**src/rtl/sp_ram_be.sv**
```systemverilog
// Single-port RAM with per-byte write enables, selectable read-during-write result,
// optional output register and a word-per-cycle clear engine that runs after reset.
module sp_ram_be #(
    parameter int DATA_W   = 16,
    parameter int ADDR_W   = 3,
    parameter int DEPTH    = 8,
    parameter int RDW_MODE = 0,
    parameter int OUT_REG  = 0,
    localparam int BE_W    = DATA_W / 8
) (
    input  logic              wclk,
    input  logic              rst,
    input  logic              en,
    input  logic              we,
    input  logic [BE_W-1:0]   be,
    input  logic [ADDR_W-1:0] addr,
    input  logic [DATA_W-1:0] d_in,
    input  logic              clr,
    output logic [DATA_W-1:0] d_out,
    output logic              rd_valid,
    output logic              busy
);

    localparam int IDX_W = (DEPTH > 1) ? $clog2(DEPTH) : 1;

    typedef enum logic {CLEAR, IDLE} state_t;

    state_t            state, state_n;
    logic [ADDR_W-1:0] cnt, cnt_n;
    logic [DATA_W-1:0] mem [DEPTH];

    logic [IDX_W-1:0]  idx, cnt_idx;
    logic              in_range, acc;
    logic [DATA_W-1:0] old_word, merged, result;
    logic [DATA_W-1:0] d_q;
    logic              v_q;

    assign idx      = addr[IDX_W-1:0];
    assign cnt_idx  = cnt[IDX_W-1:0];
    assign in_range = (int'(addr) < DEPTH);
    assign busy     = (state == CLEAR);
    assign acc      = (state == IDLE) && en && !clr;

    always_ff @(posedge wclk or posedge rst) begin
        if (rst) begin
            state <= CLEAR;
            cnt   <= '0;
        end else begin
            state <= state_n;
            cnt   <= cnt_n;
        end
    end

    always_comb begin
        state_n = state;
        cnt_n   = cnt;
        case (state)
            CLEAR: begin
                cnt_n = cnt + 1'b1;
                if (cnt == ADDR_W'(DEPTH - 1)) begin
                    state_n = IDLE;
                    cnt_n   = '0;
                end
            end
            IDLE: begin
                if (clr) begin
                    state_n = CLEAR;
                    cnt_n   = '0;
                end
            end
            default: begin
                state_n = CLEAR;
                cnt_n   = '0;
            end
        endcase
    end

    always_comb begin
        old_word = '0;
        if (in_range)
            old_word = mem[idx];
        merged = old_word;
        for (int unsigned i = 0; i < BE_W; i++)
            if (be[i])
                merged[8*i +: 8] = d_in[8*i +: 8];
        // Unimplemented addresses always return zero, whatever the access type.
        if (!in_range)
            result = '0;
        else if (we && (RDW_MODE == 1))
            result = merged;
        else
            result = old_word;
    end

    always_ff @(posedge wclk) begin
        if (state == CLEAR)
            mem[cnt_idx] <= '0;
        else if (acc && we && in_range)
            mem[idx] <= merged;
    end

    always_ff @(posedge wclk or posedge rst) begin
        if (rst) begin
            d_q <= '0;
            v_q <= 1'b0;
        end else begin
            v_q <= acc;
            if (acc)
                d_q <= result;
        end
    end

    generate
        if (OUT_REG != 0) begin : g_oreg
            logic [DATA_W-1:0] d_r;
            logic              v_r;
            always_ff @(posedge wclk or posedge rst) begin
                if (rst) begin
                    d_r <= '0;
                    v_r <= 1'b0;
                end else begin
                    d_r <= d_q;
                    v_r <= v_q;
                end
            end
            assign d_out    = d_r;
            assign rd_valid = v_r;
        end else begin : g_direct
            assign d_out    = d_q;
            assign rd_valid = v_q;
        end
    endgenerate

endmodule

```
**config.mk**
```make
export PLATFORM = sky130hd
export DESIGN_NAME = sp_ram_be
export DESIGN_NICKNAME = d
export VERILOG_FILES = /design/src/rtl/sp_ram_be.sv
export SDC_FILE = /design/constraint.sdc
export NUM_CORES = 1
export LEC_CHECK = 0
export ABC_CLOCK_PERIOD_IN_PS = 5100
export BUFFER_PORTS_ARGS = -buffer_cell sky130_fd_sc_hd__buf_4
export CORE_ASPECT_RATIO = 1.5
export CORE_MARGIN = 4
export CORE_UTILIZATION = 30
export CTS_CLUSTER_DIAMETER = 50
export DETAILED_ROUTE_END_ITERATION = 8
export PLACE_DENSITY = 0.49
export SLEW_MARGIN = 10
export SYNTH_ARGS = -nofsm -noshare
export SYNTH_HDL_FRONTEND = slang
export SYNTH_SLANG_ARGS = --single-unit
```
**constraint.sdc**
```tcl
create_clock -name wclk -period 5.1 [get_ports wclk]
set_input_delay 0.255 -clock wclk [delete_from_list [all_inputs] [get_ports wclk]]
set_output_delay 0.255 -clock wclk [all_outputs]
set_load 0.03 [all_outputs]
```
Word-level counts from Yosys, hierarchy flattened. Memory sizes are Yosys's and may differ from the RTL's. Index checks and enable logic that the tools add are counted. W data, S select, Z words.

Logic and storage cells: 29. Memories: 1. Memory bits (writable): 128. Bits in registers: 21. Output and inout bits: 18. Bits of input ports: 26.

Eq/ne operators: 2. Mux-type cells: 15. Add/subtract/negate cells: 1. Reduce and logical (&&, ||, !) cells: 5. Bitwise operators: 1.

Memories: mem (depth 8, width 16, rd ports 1, clocked after Yosys merged registers in 0, write ports 1, RTL line 30) `logic [DATA_W-1:0] mem [DEPTH];`.

Operator list (count): $mux W16 (1); $mux W8 (2); $reduce_or A16 Y1 (1); $mux W3 (3); $mux W1 (7); $pmux W3 S2 (1); $add A3 B1 Y3 const B (1); $eq A3 B3 Y1 const B (1); $logic_and A1 B1 Y1 (3); $ne A2 B2 Y1 const B (1); $pmux W1 S2 (1); $logic_not A1 Y1 (1); $not A1 Y1 (1).

Depth between registers and ports, before layout. Gate-level depths: netlist of the first run.

Depth in word-level cells: 8. Mapped depth: 6. Mapped depth without buffers: 4.

Least setup slack after synthesis of the first run. OpenSTA, ideal clock, no wires.

Path type: register to register. Start: register state. End: memory mem[0][0], enable pin. Stages on the path, launching flop included: 6. Slack: 3.005 ns. Required time: 4.712 ns. Library setup time: 0.388 ns. Path buffers: 1. Clock period less this slack: 2.095 ns. Arrival: 1.707 ns. Cell sequence: dfrtp_1 -> nand4b_1 -> buf_2 -> o21ai_0 -> o21ai_1 -> nor2_1.

Word-level cells in the longest chain between the ends: 8. Elaborated cells on any way between the ends: 10. Those cells by class: mux (6); reduce/logical (4).

RTL lines: start, declared (RTL line 28) `state_t state, state_n;`; start signal, assigned (RTL line 49) `state <= state_n;`; $logic_and A1 B1 Y1 (2 in a row) (RTL line 42) `assign acc = (state == IDLE) && en && !clr;`; $logic_and A1 B1 Y1 (RTL line 98) `else if (acc && we && in_range)`; $mux W1 (RTL line 98); $mux W1 (RTL line 96) `if (state == CLEAR)`; $mux W1 (implied by the code) (RTL line 99) `mem[idx] <= merged;`; $reduce_or A16 Y1 (no line); $mux W3 (no line) or $mux W1 (tied branches); end, declared (RTL line 30).

Parallel ways exist; a longest one is shown, timed or not.

Final worst setup path of the first run.
Start: register state. End: memory mem[7][0], enable pin.

Same word-level chain as after synthesis.

==> impl_metrics.ini, run 1 <==
[timing]
skew_ns = 0.00850
fmaxAchievable_ghz = 0.370
rsz0062_at_grt = false
holdWs_ns = 0.0774
fin_ws_ns = 2.40
fin_crit_ns = 2.70
worstMarginPinSlew_ns = 0.869
finalSetupViolCount = 0
slew_violations = 0
hold_viol = 0
setup_tns_ns = 0
relSlewSlack = 0.419
finalCritPeriodShare = 0.530

[grt]
grt_pass1_wl_um = 22200
grt_pass1_vias = 3718
antenna_found_initial = 0
grt_max_degree = 51
grt_usage = 0.129
grt-ovfl-total = 0

[power]
powerDensity_nw_per_um2 = 535
design_power_total_mw = 3.99
p_leak_nw = 2.70
ir_drop_v = 0.000214

[yosys]
syn_area_per_cell_um2 = 16.6
syn_nets = 403
syn_area_um2 = 6240
ys_async_sr_fraction = 0.141
synth_ff_type = edfxtp_1
yosys_warnings = 0
ys_ff_latch = 149
synthCells = 375
ys_types = 33
synth_edf_count = 128
ys_seq_area_frac = 0.700

[drt]
first_iter_violations = 218
routed_wl_um = 14700
vias = 3415
ant_nets = 0
wl_per_cell_um = 20.7
viasPerCell = 4.81
drtPass1Iterations = 7
remaining_drc_errors = 0

[setup_path]
reg2reg_slack_ns = 2.40
path_max_fanout = 10
crit_top_cell = nor2_1
cp-start-kind = flip-flop
crit_arrival_ns = 2.81
cp.required_ns = 5.20
worstSetupPathType = reg2reg
crit_slowest_cell = nor2_1
cpPeakStageDelay_ns = 0.69
path_cells = nand4b_1 > nor2_1 > a31oi_1 > nor2_1 > buf_4
end_kind = flip-flop

[cts]
path_clk_slew_ns = 0.06
cts_tree = done
clkSinkCount = 149
post_cts_resize_count = 0
cts_inserted_buffers = 17
post_cts_buffers = 0
clock_latency_ns = 0.41
cts_htree_levels = 4
cts-root-buf = clkbuf_16
cts_buffer_depth = 2

[floorplanning]
chipWidth_um = 126
core_area_um2 = 20400
initial_utilization = 0.306
fp.dieArea_um2 = 23200
row_count = 64
fp.dieH_um = 185
boundaryPins = 44

[outcome]
status = completed

[final_layout]
final_nets = 462
utilization = 0.365
layout_common_cells = 128 x edfxtp_1, 59 x buf_4, 36 x mux2i_1
postLayoutCellArea_um2 = 7460
diodes = 0
drive_gt1_frac = 0.348
final_common_cell = edfxtp_1
area_growth_pct = 19.5
instances_no_fill = 710

[placement]
dp_cells = 678
place_area_um2 = 6880
dp_hpwl_um = 8870
place_congestion = 0.694
portBuffers = 43
preCtsSetupSlack_ns = 2.35

[flow_run]
cap_viol_max_count = 0

[worst_hold_path]
hold_class = in2reg
repair_timing:
item                                   in CTS  in global routing
endpoints found under the hold margin      21                  0
setup endpoints to repair                   0                  0
hold buffers                                1                  0
synth_stat cells (2+ instances only):
library cell | number | area (um^2)
clkbuf_1 | 5 | 18.8
a22oi_2 | 13 | 163
inv_1 | 6 | 22.5
nand3_1 | 3 | 15.0
buf_4 | 3 | 22.5
a21oi_1 | 2 | 10.0
nand2_1 | 18 | 67.6
a22oi_1 | 3 | 22.5
o221ai_2 | 13 | 195
edfxtp_1 | 128 | 3840
a31oi_1 | 2 | 12.5
o21ai_0 | 2 | 10.0
buf_2 | 5 | 25.0
buf_6 | 6 | 67.6
nor2_1 | 30 | 113
mux2i_1 | 36 | 360
ha_1 | 2 | 25.0
o211ai_1 | 3 | 22.5
a211oi_2 | 16 | 200
a22o_1 | 2 | 17.5
nand4b_1 | 2 | 17.5
mux2_2 | 28 | 315
dfrtp_1 | 21 | 526
o21ai_1 | 17 | 85.1
logic make-up after synthesis:
logic type,after synthesis,synth area share
flip-flops,149,0.700
AO/OA/AOI/OAI,74,0.119
multiplexers,65,0.110
AND/OR/NAND/NOR,59,0.0409
buffers and inverters,26,0.0257
adder cells (fa/ha/maj),2,0.00401
worst max-delay path: cells and delay by family, from the launching register on:
family | cells | cell delay [ns]
AND/OR/NAND/NOR | 3 | 1.56
flip-flops | 1 | 0.43
buffers and inverters | 1 | 0.33
AO/OA/AOI/OAI | 1 | 0.08
routing by layer:
layer | track usage | wire length, um | vias to the layer above
met5 | 0 | 0 | -
met4 | 0.0489 | 267 | 0
met3 | 0.0244 | 388 | 15
met2 | 0.256 | 8450 | 62
met1 | 0.134 | 5570 | 1744
li1 | - | - | 1594
where the power goes:
group	internal (mW)	leakage (nW)	switching [mW]	total [mW]
sequential	1.73	1.48	0.112	1.84
combinational	0.316	0.947	0.623	0.939
clock	0.758	0.270	0.457	1.21
state kept, by name, indices dropped and copies added, names as in the netlist:
| signal | flops |
|---|---|
| state | 1 |
| mem | 128 |
| d_out | 16 |
| cnt | 3 |
| rd_valid | 1 |
final timing paths:
path	start	end	cells past startpoint
setup / recovery	state$_DFF_PP0_	mem[7][0]$_DFFE_PP_	5
hold / removal	clr	cnt[0]$_DFFE_PP0P_	2
setup reg to reg	state$_DFF_PP0_	mem[7][0]$_DFFE_PP_	5
hold reg to reg	d_out[12]$_DFFE_PP0N_	d_out[12]$_DFFE_PP0N_	2
max in group asynchronous	rst	d_out[13]$_DFFE_PP0N_	4
min in group asynchronous	rst	state$_DFF_PP0_	4
layout make-up:
cell class                 instances  area (um^2)
clock buffer                      19          433
clock inverter                    12          138
fill                            1942        13000
inverter                           6         22.5
multi-input combinational        200         1720
sequential                       149         4370
tap                              264          330
timing repair buffer              60          453
Note: power is estimated with default switching activity, not from simulation.
==> run 2: changes to the inputs <==
- ABC_CLOCK_PERIOD_IN_PS: 5100 -> 2700
- clock period: 5.1 -> 2.7 ns (I/O delays scaled with it)
==> run 2 against run 1 <==
Against the previous run: final cell count rose by 1.1%; first-iteration DRC count shrank 11%; worst hold slack better by 0.10 ns; die area did not move; core utilization up 0.50 points; sequential share of layout area down 0.78 points; critical path type is now in2reg; largest cell class unchanged; highest routed layer unchanged.
==> impl_metrics.ini, run 2 (synthesis gave the netlist of run 1 again) <==
[outcome]
status = completed

[grt]
antenna_found_initial = 0
grt_max_degree = 36
grt_pass1_vias = 3644
grt-ovfl-total = 0
grt_usage = 0.130
grt_pass1_wl_um = 22100

[setup_path]
end_kind = flip-flop
cpPeakStageDelay_ns = 0.54
cp.required_ns = 2.78
path_cells = dlygate4sd3_1 > buf_4 > nand4b_1 > o21ai_0 > o21ai_1 > nor2_1 > buf_4
path_max_fanout = 16
crit_slowest_cell = dlygate4sd3_1
worstSetupPathType = in2reg
crit_top_cell = buf_4
cp-start-kind = input port
crit_arrival_ns = 2.00

[final_layout]
area_growth_pct = 21.1
multi_input_area_um2 = 1720
drive_gt1_frac = 0.372
final_nets = 469
regArea_um2 = 4370
largest_register_ffs = 128
layout_common_cells = 128 x edfxtp_1, 63 x buf_4, 36 x mux2i_1
final_common_cell = edfxtp_1
largest-register = mem
fillers = 1969
diodes = 0

[floorplanning]
initial_utilization = 0.306
chipWidth_um = 126
boundaryPins = 44
row_count = 64
core_area_um2 = 20400
fp.dieH_um = 185
fp.dieArea_um2 = 23200

[worst_hold_path]
hold_class = in2reg

[timing]
worstMarginPinSlew_ns = 0.761
skew_ns = 0.00818
slew_violations = 0
rsz0062_at_grt = false
finalCritPeriodShare = 0.709
hold_viol = 0
finalSetupViolCount = 0
relSlewSlack = 0.492
fin_crit_ns = 1.91
fmaxAchievable_ghz = 0.522
setup_tns_ns = 0

[cts]
cts_buffer_depth = 2
path_clk_slew_ns = 0.07
clock_latency_ns = 0.41
cts_htree_levels = 4
cts_inserted_buffers = 17
post_cts_resize_count = 0
cts_tree = done
cts-root-buf = clkbuf_16
clkSinkCount = 149
post_cts_buffers = 0

[placement]
dp_hpwl_um = 8970
place_congestion = 0.710
portBuffers = 43

[power]
p_leak_nw = 2.76
design_power_total_mw = 7.62
ir_drop_v = 0.000454
p_clk_frac = 0.308
pwr-share-seq = 0.456
sw_frac_of_total = 0.319
p_switching_mw = 2.43
internal_power_mw = 5.19
comb_power_share = 0.237
powerDensity_nw_per_um2 = 1010

[drt]
ant_nets = 0
routed_wl_um = 14500
wl_per_cell_um = 20.2
vias = 3433
remaining_drc_errors = 0
first_iter_violations = 195
viasPerCell = 4.78
drtPass1Iterations = 5

[flow_run]
cap_viol_max_count = 0
-- run 2: changes by cell type in the layout (fill, tap and decap cells not counted), sizes merged --
cell         previous run  this run
buf                    59        65
bufinv                  3         1
clkbuf                 19        17
clkinv                  7         5
clkinvlp                2         0
dlygate4sd3             1         2
inv                     6        15
-- run 2: cell type report --
| cell class | instances | area share |
|---|---|---|
| clock buffers | 17 | 0.0563 |
| clock inverters | 15 | 0.0220 |
| inverters | 6 | 0.00298 |
| multi-input cells | 200 | 0.227 |
| flip-flops and latches | 149 | 0.578 |
| well taps | 264 | 0.0437 |
| repair buffers | 67 | 0.0705 |
-- run 2: critical path, delay by kind of cell --
family / cells / cell delay [ns]
buffers and inverters: 3 / 1.01
AND/OR/NAND/NOR: 2 / 0.54
AO/OA/AOI/OAI: 2 / 0.30
-- run 2: power groups by stage --
stage | registers, mW | logic [mW] | clock network [mW]
3_5_place_dp | 3.53 | 1.85 | 0
6_report | 3.47 | 1.80 | 2.34
2_1_floorplan | 3.69 | 0.909 | 0
4_1_cts | 3.48 | 1.86 | 2.41
3_3_place_gp | 3.51 | 1.82 | 0
5_1_grt | 3.54 | 1.97 | 2.50
-- run 2: stage by stage --
step	utilization	hold WS [ns]	worst slack [ns]	cells	area [um^2]
floorplan	-	0.112	0.605	375	6240
global placement	0.340	0.240	0.595	684	6950
detailed placement	0.340	0.246	0.510	684	6950
CTS	0.370	0.167	0.785	718	7560
global route	0.370	0.190	0.616	718	7560
finish	0.370	0.179	0.785	718	7560
-- run 2: worst paths after layout --
| kind | end | slack (ns) | depth (start not counted) | startpoint |
|---|---|---|---|---|
| setup reg to reg | mem[1][5]$_DFFE_PP_ | 0.79 | 5 | state$_DFF_PP0_ |
| setup / recovery | mem[1][5]$_DFFE_PP_ | 0.79 | 7 | clr |
| hold reg to reg | d_out[0]$_DFFE_PP0N_ | 0.49 | 2 | d_out[0]$_DFFE_PP0N_ |
| max in group asynchronous | d_out[14]$_DFFE_PP0N_ | 2.06 | 4 | rst |
| hold / removal | d_out[15]$_DFFE_PP0N_ | 0.18 | 4 | addr[1] |
| min in group asynchronous | d_out[4]$_DFFE_PP0N_ | 0.35 | 4 | rst |
-- run 2: metal layers --
| layer | vias to the layer above | routed length [um] | GRT usage |
|---|---|---|---|
| li1 | 1612 | - | - |
| met1 | 1752 | 5990 | 0.150 |
| met2 | 53 | 7840 | 0.239 |
| met3 | 16 | 378 | 0.0238 |
| met4 | 0 | 276 | 0.0459 |
| met5 | - | 0 | 0 |
-- run 2: repair_timing --
| item | 4_1_cts | 5_1_grt |
|---|---|---|
| endpoints found under the setup margin | 0 | 0 |
| hold endpoints to repair | 22 | 0 |
| hold buffers | 2 | 0 |
==> run 3: changes to the inputs <==
- ABC_CLOCK_PERIOD_IN_PS: 2700 -> 1900
- clock period: 2.7 -> 1.9 ns (I/O delays scaled with it)
==> run 3 against run 2 <==
Against the previous run: core utilization up 1.4 points; clock power is 45% higher; power increased by 47%; global-route usage up 0.22 points; worst hold slack lost 0.019 ns; sequential power grew 41%; clock skew rose by 0.0033 ns; critical path depth fell by 1; final cell count is 2.8% higher; sequential share of layout area fell by 2.1 points; via count up 0.73%; design area rose by 3.9%; largest cell class unchanged.
==> impl_metrics.ini, run 3 (synthesis gave the netlist of run 1 again) <==
[outcome]
status = completed

[worst_hold_path]
hold_class = in2reg

[timing]
fmaxAchievable_ghz = 0.571
worstMarginPinSlew_ns = 0.597
fin_ws_ns = 0.148
skew_ns = 0.0115
finalSetupViolCount = 0
slew_violations = 0
finalCritPeriodShare = 0.922
fin_crit_ns = 1.75
rsz0062_at_grt = false
hold_viol = 0
relSlewSlack = 0.601

[grt]
antenna_found_initial = 0
grt_usage = 0.132
grt_pass1_wl_um = 22700
grt_pass1_vias = 3777
grt-ovfl-total = 0
grt_max_degree = 34

[drt]
remaining_drc_errors = 0
first_iter_violations = 162
drtPass1Iterations = 4
routed_wl_um = 14700
vias = 3458
viasPerCell = 4.69
wl_per_cell_um = 19.9
ant_nets = 0

[power]
internal_power_mw = 7.85
design_power_total_mw = 11.2
p_clk_frac = 0.302
p_leak_nw = 2.89
sw_frac_of_total = 0.300
comb_power_share = 0.260
ir_drop_v = 0.000603
p_switching_mw = 3.36
powerDensity_nw_per_um2 = 1430
pwr-share-seq = 0.438

[cts]
cts_inserted_buffers = 17
post_cts_buffers = 0
cts_htree_levels = 4
path_clk_slew_ns = 0.06
clkSinkCount = 149
cts-root-buf = clkbuf_16
cts_tree = done
cts_buffer_depth = 2
clock_latency_ns = 0.41

[floorplanning]
core_area_um2 = 20400
chipWidth_um = 126
row_count = 64
initial_utilization = 0.306
fp.dieH_um = 185
fp.dieArea_um2 = 23200
boundaryPins = 44

[final_layout]
layout_common_cells = 128 x edfxtp_1, 73 x buf_4, 36 x mux2i_1
largest_register_ffs = 128
drive_gt1_frac = 0.401
postLayoutCellArea_um2 = 7850
final_common_cell = edfxtp_1
instances_no_fill = 738
diodes = 0
final_nets = 489
area_growth_pct = 25.8
fillers = 1899
largest-register = mem

[setup_path]
worstSetupPathType = reg2reg
path_max_fanout = 10
crit_slowest_cell = a21oi_1
cp-start-kind = flip-flop
end_kind = flip-flop
cp.required_ns = 2.05
crit_arrival_ns = 1.90
path_cells = inv_1 > nor2_1 > a21oi_1 > buf_4 > nor2_1 > buf_4
cpPeakStageDelay_ns = 0.44

[placement]
preCtsSetupSlack_ns = -0.180
dp_cells = 704
place_congestion = 0.718
dp_hpwl_um = 9810
place_area_um2 = 7220
portBuffers = 43

[flow_run]
cap_viol_max_count = 0
==> run 3: changes by cell type in the layout (fill, tap and decap cells not counted), moves of 3 or more <==
cell,previous run,this run
inv_6,5,2
inv_8,4,0
buf_12,2,11
nor2_1,30,26
buf_4,63,73
==> run 3: what timing repair did <==
action / 4_1_cts / 5_1_grt
hold buffers: 2 / 0
setup endpoints to repair: 32 / 16
resized for setup: 2 / 1
hold endpoints to repair: 22 / 0
pin swaps: 0 / 0
==> run 3: worst max-delay path, delay by kind of cell, from the launching register on <==
kind            cells  cell delay (ns)
compound gates      1             0.44
flops               1             0.42
buf+inv             3             0.53
simple gates        2             0.10
==> run 3: final timing paths <==
path	start	slack (ns)	end	cells past startpoint
worst max-delay path	state$_DFF_PP0_	0.15	mem[1][14]$_DFFE_PP_	6
worst min-delay path	d_in[2]	0.16	mem[2][2]$_DFFE_PP_	3
worst max register to register	state$_DFF_PP0_	0.15	mem[1][14]$_DFFE_PP_	6
worst min register to register	d_out[13]$_DFFE_PP0N_	0.49	d_out[13]$_DFFE_PP0N_	2
max in group asynchronous	rst	1.29	d_out[12]$_DFFE_PP0N_	4
min in group asynchronous	rst	0.32	d_out[1]$_DFFE_PP0N_	4
==> run 3: area by class of cell <==
class	count	area, um^2	share of cell area
Clock inverter	13	154	0.0196
Sequential cell	149	4370	0.556
Inverter	6	22.5	0.00287
Multi-Input combinational cell	200	1740	0.221
Clock buffer	19	443	0.0564
Tap cell	264	330	0.0421
Timing Repair Buffer	87	800	0.102
==> run 3: per-stage QoR <==
stage                     hold WS (ns)  setup TNS [ns]  utilization
after floorplan                 0.0715          -12.08            -
after global placement           0.197           -3.11        0.354
after detailed placement         0.212           -3.51        0.354
after CTS                        0.146               0        0.384
after global routing             0.166               0        0.385
final                            0.160               0        0.385
==> run 3: power by group through the flow <==
stage          clock network, mW  registers (mW)  logic [mW]
6_report                    3.39            4.91        2.91
5_1_grt                     3.59            5.00        3.17
4_1_cts                     3.44            4.93        3.00
3_5_place_dp                   0            4.99        2.97
3_3_place_gp                   0            4.96        2.93
2_1_floorplan                  0            5.24        1.32
==> run 3: routing by layer <==
| metal | part of all wire | track usage | up-vias | wire length [um] |
|---|---|---|---|---|
| li1 | - | - | 1647 | - |
| met1 | 0.41 | 0.148 | 1750 | 5960 |
| met2 | 0.56 | 0.249 | 48 | 8210 |
| met3 | 0.022 | 0.0258 | 13 | 330 |
| met4 | 0.013 | 0.0425 | 0 | 188 |
| met5 | 0 | 0 | - | 0 |
